[config.mk]
export PLATFORM = sky130hd
export DESIGN_NAME = scpu_runctl
export DESIGN_NICKNAME = d
export VERILOG_FILES = /design/src/rtl/scpu_runctl.sv
export SDC_FILE = /design/constraint.sdc
export NUM_CORES = 1
export LEC_CHECK = 0
export BUFFER_PORTS_ARGS = -buffer_cell sky130_fd_sc_hd__buf_2
export CORE_UTILIZATION = 35
export DETAILED_ROUTE_END_ITERATION = 7
export GPL_ROUTABILITY_DRIVEN = 0
export SYNTH_ARGS = -nofsm -noshare
export SYNTH_HDL_FRONTEND = slang
export SYNTH_SLANG_ARGS = --single-unit
[constraint.sdc]
create_clock -name clk -period 3.09 [get_ports clk]
set_input_delay 0.1545 -clock clk [delete_from_list [all_inputs] [get_ports clk]]
set_output_delay 0.1545 -clock clk [all_outputs]
set_load 0.02 [all_outputs]
[src/rtl/scpu_runctl.sv]
// rtl/scpu_runctl.sv - debug run controller: run/step/halt gating of the CPU clock-enable and register dump.
module scpu_runctl #(
  parameter int CNT_W = 16,
  parameter int NREG  = 32
) (
  input  logic             clk,
  input  logic             rstn,
  input  logic             cmd_valid,
  input  logic [1:0]       cmd_op,
  output logic             cmd_ready,
  input  logic             bp_en,
  input  logic [31:0]      bp_addr,
  input  logic [CNT_W-1:0] cyc_limit,
  input  logic [31:0]      pc,
  output logic             cpu_en,
  output logic [4:0]       reg_sel,
  input  logic [31:0]      reg_data,
  output logic             dump_valid,
  output logic [4:0]       dump_idx,
  output logic [31:0]      dump_data,
  output logic             dump_done,
  output logic [2:0]       halt_cause,
  output logic [CNT_W-1:0] cyc_cnt,
  output logic             busy
);

  typedef enum logic [1:0] {S_HALTED, S_RUN, S_STEP, S_DUMP} state_t;

  localparam logic [1:0] OP_RUN  = 2'd0;
  localparam logic [1:0] OP_STEP = 2'd1;
  localparam logic [1:0] OP_HALT = 2'd2;
  localparam logic [1:0] OP_DUMP = 2'd3;

  localparam logic [2:0] CAUSE_NONE  = 3'd0;
  localparam logic [2:0] CAUSE_HOST  = 3'd1;
  localparam logic [2:0] CAUSE_BP    = 3'd2;
  localparam logic [2:0] CAUSE_LIMIT = 3'd3;
  localparam logic [2:0] CAUSE_FAULT = 3'd4;
  localparam logic [2:0] CAUSE_STEP  = 3'd5;

  localparam logic [4:0] LAST_IDX = 5'(NREG - 1);

  state_t           state_q, state_d;
  logic [2:0]       cause_q, cause_d;
  logic [CNT_W-1:0] cnt_q, cnt_d;
  logic [4:0]       idx_q, idx_d;
  logic [4:0]       sel_q, sel_d;
  logic             skip_q, skip_d;
  logic             dvalid_q, dvalid_d;
  logic [4:0]       didx_q, didx_d;
  logic [31:0]      ddata_q, ddata_d;
  logic             dlast_q, dlast_d;
  logic             ddone_q, ddone_d;
  logic             cpu_en_c;
  logic             accept;
  logic             fault, bp_hit, limit_hit;

  always_comb begin
    fault     = (pc[1:0] != 2'b00);
    bp_hit    = bp_en && (pc == bp_addr) && !skip_q;
    limit_hit = (cyc_limit != '0) && (cnt_q >= cyc_limit);
    cmd_ready = (state_q == S_HALTED) || (state_q == S_RUN);
    accept    = cmd_valid && cmd_ready;

    state_d  = state_q;
    cause_d  = cause_q;
    cnt_d    = cnt_q;
    idx_d    = idx_q;
    sel_d    = sel_q;
    skip_d   = skip_q;
    dvalid_d = 1'b0;
    didx_d   = didx_q;
    ddata_d  = ddata_q;
    dlast_d  = 1'b0;
    ddone_d  = dlast_q;
    cpu_en_c = 1'b0;

    case (state_q)
      S_HALTED: begin
        if (accept) begin
          case (cmd_op)
            OP_RUN: begin
              state_d = S_RUN;
              cnt_d   = '0;
              skip_d  = 1'b1;
            end
            OP_STEP: state_d = S_STEP;
            OP_DUMP: begin
              state_d = S_DUMP;
              idx_d   = 5'd0;
              sel_d   = 5'd0;
            end
            default: ;
          endcase
        end
      end
      S_RUN: begin
        // The skip flag only masks the breakpoint for the very first RUN cycle.
        skip_d = 1'b0;
        if (fault || bp_hit || limit_hit) begin
          state_d = S_HALTED;
          cause_d = fault ? CAUSE_FAULT : (bp_hit ? CAUSE_BP : CAUSE_LIMIT);
        end else begin
          cpu_en_c = 1'b1;
          if (accept && cmd_op == OP_HALT) begin
            state_d = S_HALTED;
            cause_d = CAUSE_HOST;
          end
        end
      end
      S_STEP: begin
        state_d = S_HALTED;
        if (fault) begin
          cause_d = CAUSE_FAULT;
        end else begin
          cpu_en_c = 1'b1;
          cause_d  = CAUSE_STEP;
        end
      end
      S_DUMP: begin
        // reg_data belongs to sel_q this cycle; it is presented one cycle later.
        dvalid_d = 1'b1;
        didx_d   = idx_q;
        ddata_d  = reg_data;
        idx_d    = idx_q + 5'd1;
        sel_d    = idx_q + 5'd1;
        if (idx_q == LAST_IDX) begin
          state_d = S_HALTED;
          dlast_d = 1'b1;
          idx_d   = 5'd0;
          sel_d   = 5'd0;
        end
      end
      default: state_d = S_HALTED;
    endcase

    if (cpu_en_c && (cnt_q != '1)) begin
      cnt_d = cnt_q + CNT_W'(1);
    end
  end

  always_ff @(posedge clk or negedge rstn) begin
    if (!rstn) begin
      state_q  <= S_HALTED;
      cause_q  <= CAUSE_NONE;
      cnt_q    <= '0;
      idx_q    <= 5'd0;
      sel_q    <= 5'd0;
      skip_q   <= 1'b0;
      dvalid_q <= 1'b0;
      didx_q   <= 5'd0;
      ddata_q  <= 32'd0;
      dlast_q  <= 1'b0;
      ddone_q  <= 1'b0;
    end else begin
      state_q  <= state_d;
      cause_q  <= cause_d;
      cnt_q    <= cnt_d;
      idx_q    <= idx_d;
      sel_q    <= sel_d;
      skip_q   <= skip_d;
      dvalid_q <= dvalid_d;
      didx_q   <= didx_d;
      ddata_q  <= ddata_d;
      dlast_q  <= dlast_d;
      ddone_q  <= ddone_d;
    end
  end

  assign cpu_en     = cpu_en_c;
  assign reg_sel    = sel_q;
  assign dump_valid = dvalid_q;
  assign dump_idx   = didx_q;
  assign dump_data  = ddata_q;
  assign dump_done  = ddone_q;
  assign halt_cause = cause_q;
  assign cyc_cnt    = cnt_q;
  assign busy       = (state_q != S_HALTED);

endmodule

==> flow_summary.ini, run 1 <==
[clocking]
cts_made_buffers = 9
cts_tree = yes
root_buffer = clkbuf_8
clock_path_buffers = 2
clk_pin_slew_ns = 0.08
cts_htree_levels = 3
clk-insertion-delay-late_ns = 0.35
cts_sinks = 67

[layout]
finalInstanceArea_sq_um = 5250
final_cell_mix = 183 x buf_2, 67 x dfrtp_1, 39 x mux2_2
drive_gt1_share_pct = 45.0
area_growth_pct = 37.2
mostFrequentLayoutCell = buf_2
fin_cells = 723
fin_util_pct = 50.2
antenna_cells = 0
fin_nets = 723

[logic_synthesis]
synth_compound_area_share_pct = 9.94
synth-simple-area-share_pct = 14.7
yosysSeqAreaShare_pct = 43.8
synth-xor-area-share_pct = 7.55
yosysWarnings = 0
synth_mux_area_share_pct = 12.0
syn_area_sq_um = 3830
avgSynthCellArea_sq_um = 10.2
synth_top_family_by_area = simple AND/OR/NAND/NOR gates
ys_ff_latch = 67
syn-num-nets = 517
synthAdderAreaFrac_pct = 7.52
synth_cell_types = 40
synthCells = 376

[power_and_ir_drop]
power_leakage_nw = 2.65
power_mw = 4.37
p_int_mw = 2.51
seq_power_share_pct = 33.2
power_frac_clock_pct = 17.0
power_frac_comb_pct = 49.8
power_density_nw_per_um2 = 832
sw_frac_of_total_pct = 42.6
peakVddDrop_mv = 0.323
power.net_switching_mw = 1.86

[sta]
setup_slack_ns = 0.222
fmax_mhz = 349
min_period_ns = 2.87
slew_viol_final = 0
worstMarginPinSlew_ns = 0.730
rsz0062_at_grt = no
hold_viol = 0
finClkSkew_ns = 0.0119
hold_slack_ns = 0.0374
max_slew_margin_pct = 51.3
setup_violations = 0
finalSetupTns_ns = 0
period_share_pct = 92.8

[place]
dp.cells = 703
dpl_cell_area_sq_um = 5000
hpwl_um = 8280
pre_cts_ws_ns = -0.0204
numPortBuffers = 183

[worst_hold_path]
hp-class = in2reg

[global_route]
grt_max_degree = 34
grt-ovfl-total = 0
grt_pass1_vias = 3554
grtUsageTotal_pct = 18.6
grt_pass1_wl_um = 16500
antenna_found_initial = 0

[detailed_routing]
via_per_inst = 4.96
vias = 3589
drt_iter0_drc = 129
ant_nets = 0
wirelength_um = 10200
drc = 0
drt-wirelength-per-cell_um = 14.2
dr.pass1.iters = 4

[die]
die_y_um = 107
die-width_um = 107
rows = 37
start_util_pct = 36.6
core_region_area_sq_um = 10500
num_io_pins = 184
die-area_sq_um = 11400

[critical_path]
required_ns = 3.34
crit_fanout = 6
cp-end-kind = flip-flop
startpoint_type = flip-flop
timing_worst_setup_path_type = reg2reg
arrival_ns = 3.11

[job]
maxCapViolations = 0

[run_status]
status = finished, final reports clean
-- kinds of logic (layout without fill, tap and decap cells) --
kind of cell / count (synthesis) / in the layout
multiplexers: 41 / 41
AO/OA/AOI/OAI: 57 / 57
flip-flops: 67 / 67
adder cells (fa/ha/maj): 23 / 23
AND/OR/NAND/NOR: 110 / 110
buffers and inverters: 45 / 256
XOR/XNOR: 33 / 33
-- registers in the layout (all words and copies together) (netlist names), 2 cells and up --
signal      count
cyc_cnt        16
state_q         2
dump_data      32
dump_idx        5
reg_sel         5
halt_cause      3
-- final timing paths --
path                              startpoint            end  slack (ns)  depth (start not counted)
worst min register to register       ddone_d      dump_done        0.34                          0
worst max-delay path              cyc_cnt[0]     cyc_cnt[8]        0.22                         10
worst min-delay path            reg_data[11]  dump_data[11]        0.04                          2
max in group asynchronous               rstn     state_q[1]        1.92                          3
worst max register to register    cyc_cnt[0]     cyc_cnt[8]        0.22                         10
min in group asynchronous               rstn  dump_data[12]        0.42                          2
-- worst max-delay path, cell delays in order, from the launching register on --
cell       delay (ns)
dfrtp_1          0.38
inv_1            0.09
ha_1             0.22
nand2b_1         0.15
a2111oi_2        0.30
a2111oi_1        0.10
o41a_1           0.36
o41a_1           0.40
buf_4            0.17
or4_1            0.51
o221ai_1         0.09
-- synthesized netlist by cell type --
library cell,instances,area share [%]
xnor2_1,30,6.9
a2111oi_0,2,0.46
o21ai_1,8,1.0
or3_1,1,0.16
or4_1,4,0.78
clkbuf_1,5,0.49
mux2i_1,1,0.26
o221ai_1,6,1.4
nand3b_1,2,0.39
nand2_1,28,2.7
or2_1,1,0.16
xor2_1,3,0.69
ha_1,23,7.5
o21bai_1,1,0.20
nor3b_1,1,0.20
or2_2,2,0.33
o21a_1,1,0.20
dfrtp_1,67,44
o211ai_1,8,1.6
o21ai_0,10,1.3
o22ai_1,1,0.16
nor4_1,9,1.5
o41a_1,2,0.59
o41ai_2,1,0.43
nor3_1,6,0.78
nor2_1,16,1.6
o21ai_2,1,0.23
buf_1,2,0.20
nand4_1,14,2.3
a21o_1,3,0.59
buf_2,1,0.13
mux2_1,1,0.29
nand2b_1,3,0.49
and2_1,4,0.65
nand3_1,14,1.8
and3_1,5,0.82
mux2_2,39,11
a31oi_1,3,0.49
inv_1,37,3.6
a21oi_1,10,1.3
-- layout make-up --
| class | instances | area [sq um] |
|---|---|---|
| Multi-Input combinational cell | 264 | 2000 |
| Clock buffer | 9 | 124 |
| Tap cell | 136 | 170 |
| Clock inverter | 7 | 76.3 |
| Timing Repair Buffer | 203 | 1070 |
| Fill cell | 1027 | 5210 |
| Inverter | 37 | 139 |
| Sequential cell | 67 | 1680 |
-- power groups by stage --
stage | registers, mW | logic, mW | clock network (mW)
finish | 1.45 | 2.17 | 0.742
global route | 1.50 | 2.38 | 0.800
CTS | 1.46 | 2.19 | 0.761
detailed placement | 1.48 | 2.16 | 0
global placement | 1.46 | 2.12 | 0
floorplan | 1.90 | 0.893 | 0
-- what timing repair did --
action                                  CTS  global route
setup buffers                             3             0
hold buffers                              1             0
cloned                                    0             0
endpoints found under the setup margin    5             7
pin swaps                                 2             3
resized for setup                         1             3
endpoints found under the hold margin    31             0
-- routing by layer --
metal | GRT usage (%) | share of wire, % | vias up
met2 | 33.2 | 52 | 135
met4 | 8.61 | 2.9 | 0
met3 | 3.00 | 4.9 | 25
li1 | - | - | 1751
met1 | 21.7 | 41 | 1678
met5 | 0 | 0 | -
(Power assumes the default switching activity.)
==> run 2: changes to the inputs <==
--- a/config.mk
+++ b/config.mk
@@ -9,6 +9,7 @@
 export CORE_UTILIZATION = 35
 export DETAILED_ROUTE_END_ITERATION = 7
 export GPL_ROUTABILITY_DRIVEN = 0
+export RECOVER_POWER = 50
 export SYNTH_ARGS = -nofsm -noshare
 export SYNTH_HDL_FRONTEND = slang
 export SYNTH_SLANG_ARGS = --single-unit
==> run 2 against run 1 <==
The flow now finishes with violations (capacitance limit, slew limit). Highest routed layer unchanged. Die area did not move. Critical path type unchanged. Global-route usage unchanged. Combinational power down 4%. Core utilization fell by 0.86 points. Worst hold slack better by 0.0036 ns. Design area fell by 1.7%. Non-clock buffer count stayed put. Clock skew fell by 0.00051 ns.
==> flow_summary.ini, run 2 (synthesized netlist as in run 1, its figures left out) <==
[run_status]
status = complete, but fails checks
violations = capacitance limit, slew limit

[layout]
fin_util_pct = 49.3
nFillCells = 1066
antenna_cells = 0
final_cell_mix = 120 x buf_2, 67 x dfrtp_1, 64 x clkbuf_1
drive_gt1_share_pct = 33.9
largest_reg_flops = 32
fin_nets = 723
finalInstanceArea_sq_um = 5160
mostFrequentLayoutCell = buf_2
area_growth_pct = 34.9

[die]
start_util_pct = 36.6
rows = 37
core_region_area_sq_um = 10500
die-width_um = 107
num_io_pins = 184
die-area_sq_um = 11400
die_y_um = 107

[clocking]
cts_tree = yes
clock_path_buffers = 2
clk_pin_slew_ns = 0.08
cts_sinks = 67
root_buffer = clkbuf_8
cts_htree_levels = 3
clk-insertion-delay-late_ns = 0.34
cts_made_buffers = 9

[critical_path]
startpoint_type = flip-flop
cp-end-kind = flip-flop
rr_worst_depth = 10
crit_fanout = 6
r2r-start = cyc_cnt[0]
r2r_slack_ns = 0.23
r2r_end = cyc_cnt[8]
arrival_ns = 3.11
timing_worst_setup_path_type = reg2reg
required_ns = 3.33

[worst_hold_path]
hold_path.startpoint = reg_data[11]
hold_end = dump_data[11]
hp-class = in2reg
min_path_cells = 2

[power_and_ir_drop]
power_leakage_nw = 2.43
power_density_nw_per_um2 = 829
power_mw = 4.28
peakVddDrop_mv = 0.309

[global_route]
grtUsageMet3_pct = 3.00
grt_max_degree = 34
grtUsageTotal_pct = 18.6
grt_pass1_wl_um = 16500
busiest_layer = met2
grt_use_met1_pct = 21.7
antenna_found_initial = 0
grt_pass1_vias = 3554
gr-usage-met2_pct = 33.2
grt-ovfl-total = 0

[sta]
min_period_ns = 2.86
max_slew_margin_pct = -16.4
slew_viol_final = 34
hold_viol = 0
rsz0062_at_grt = no
setup_violations = 0
fmax_mhz = 349
worstMarginPinSlew_ns = 1.75
finalSetupTns_ns = 0
finClkSkew_ns = 0.0114
period_share_pct = 92.7

[detailed_routing]
via_per_inst = 4.96
drc = 0
ant_nets = 0
dr.pass1.iters = 4
drt_iter0_drc = 153
vias = 3588
drt-wirelength-per-cell_um = 14.2
wirelength_um = 10300

[place]
hpwl_um = 8280
dpl_cell_area_sq_um = 5000
numPortBuffers = 183

[job]
maxCapViolations = 1
## run 2: changes by cell type in the layout (fill, tap and decap cells not counted), sizes merged
cell,delta
buf,-66
clkbuf,+66
## run 2: repair_timing
action,in CTS,in global routing
setup buffers,3,0
hold buffers,1,0
pin swaps,2,3
hold endpoints to repair,31,0
endpoints found under the setup margin,5,7
gates resized for setup,1,3
## run 2: area by class of cell
class	instances	area, sq um	share of cell area, %
inverter	37	139	2.69
tap	136	170	3.30
clock inverter	7	76.3	1.48
multi-input combinational	264	1990	38.6
timing repair buffer	203	981	19.0
sequential	67	1680	32.5
clock buffer	9	124	2.40
## run 2: worst max-delay path: stages (launching register included)
cell	delay (ns)
dfrtp_1	0.38
inv_1	0.09
ha_1	0.22
nand2b_1	0.15
a2111oi_2	0.30
a2111oi_1	0.10
o41a_1	0.36
o41a_1	0.40
buf_4	0.17
or4_1	0.51
o221ai_1	0.09
## run 2: worst max path at each step
stage	startpoint	end	slack [ns]
6_report	cyc_cnt[0]	cyc_cnt[8]	0.23
5_1_grt	cyc_cnt[0]	cyc_cnt[8]	0.05
4_1_cts	cyc_cnt[0]	cyc_cnt[8]	0.04
3_5_place_dp	cyc_cnt[0]	cyc_cnt[8]	-0.02
3_3_place_gp	cyc_cnt[0]	cyc_cnt[5]	0.09
2_1_floorplan	cyc_cnt[0]	cyc_cnt[6]	0.08
## run 2: layer usage
metal | vias up | share of wire [%]
met2 | 140 | 51
met1 | 1675 | 41
li1 | 1751 | -
met4 | 0 | 2.7
met5 | - | 0
met3 | 22 | 5.0
## run 2: power by group
part	internal (mW)	total, mW	switching [mW]
Sequential	1.23	1.46	0.229
Combinational	0.799	2.08	1.28
Clock	0.378	0.741	0.363
Total	2.41	4.28	1.87
## run 2: through the flow
step / setup WS, ns / cells / hold WS [ns]
global placement: 0.0864 / 703 / 0.242
finish: 0.226 / 723 / 0.0410
global route: 0.0506 / 723 / 0.0317
CTS: 0.0418 / 723 / 0.0275
detailed placement: -0.0204 / 703 / 0.250
floorplan: 0.0823 / 376 / -0.141
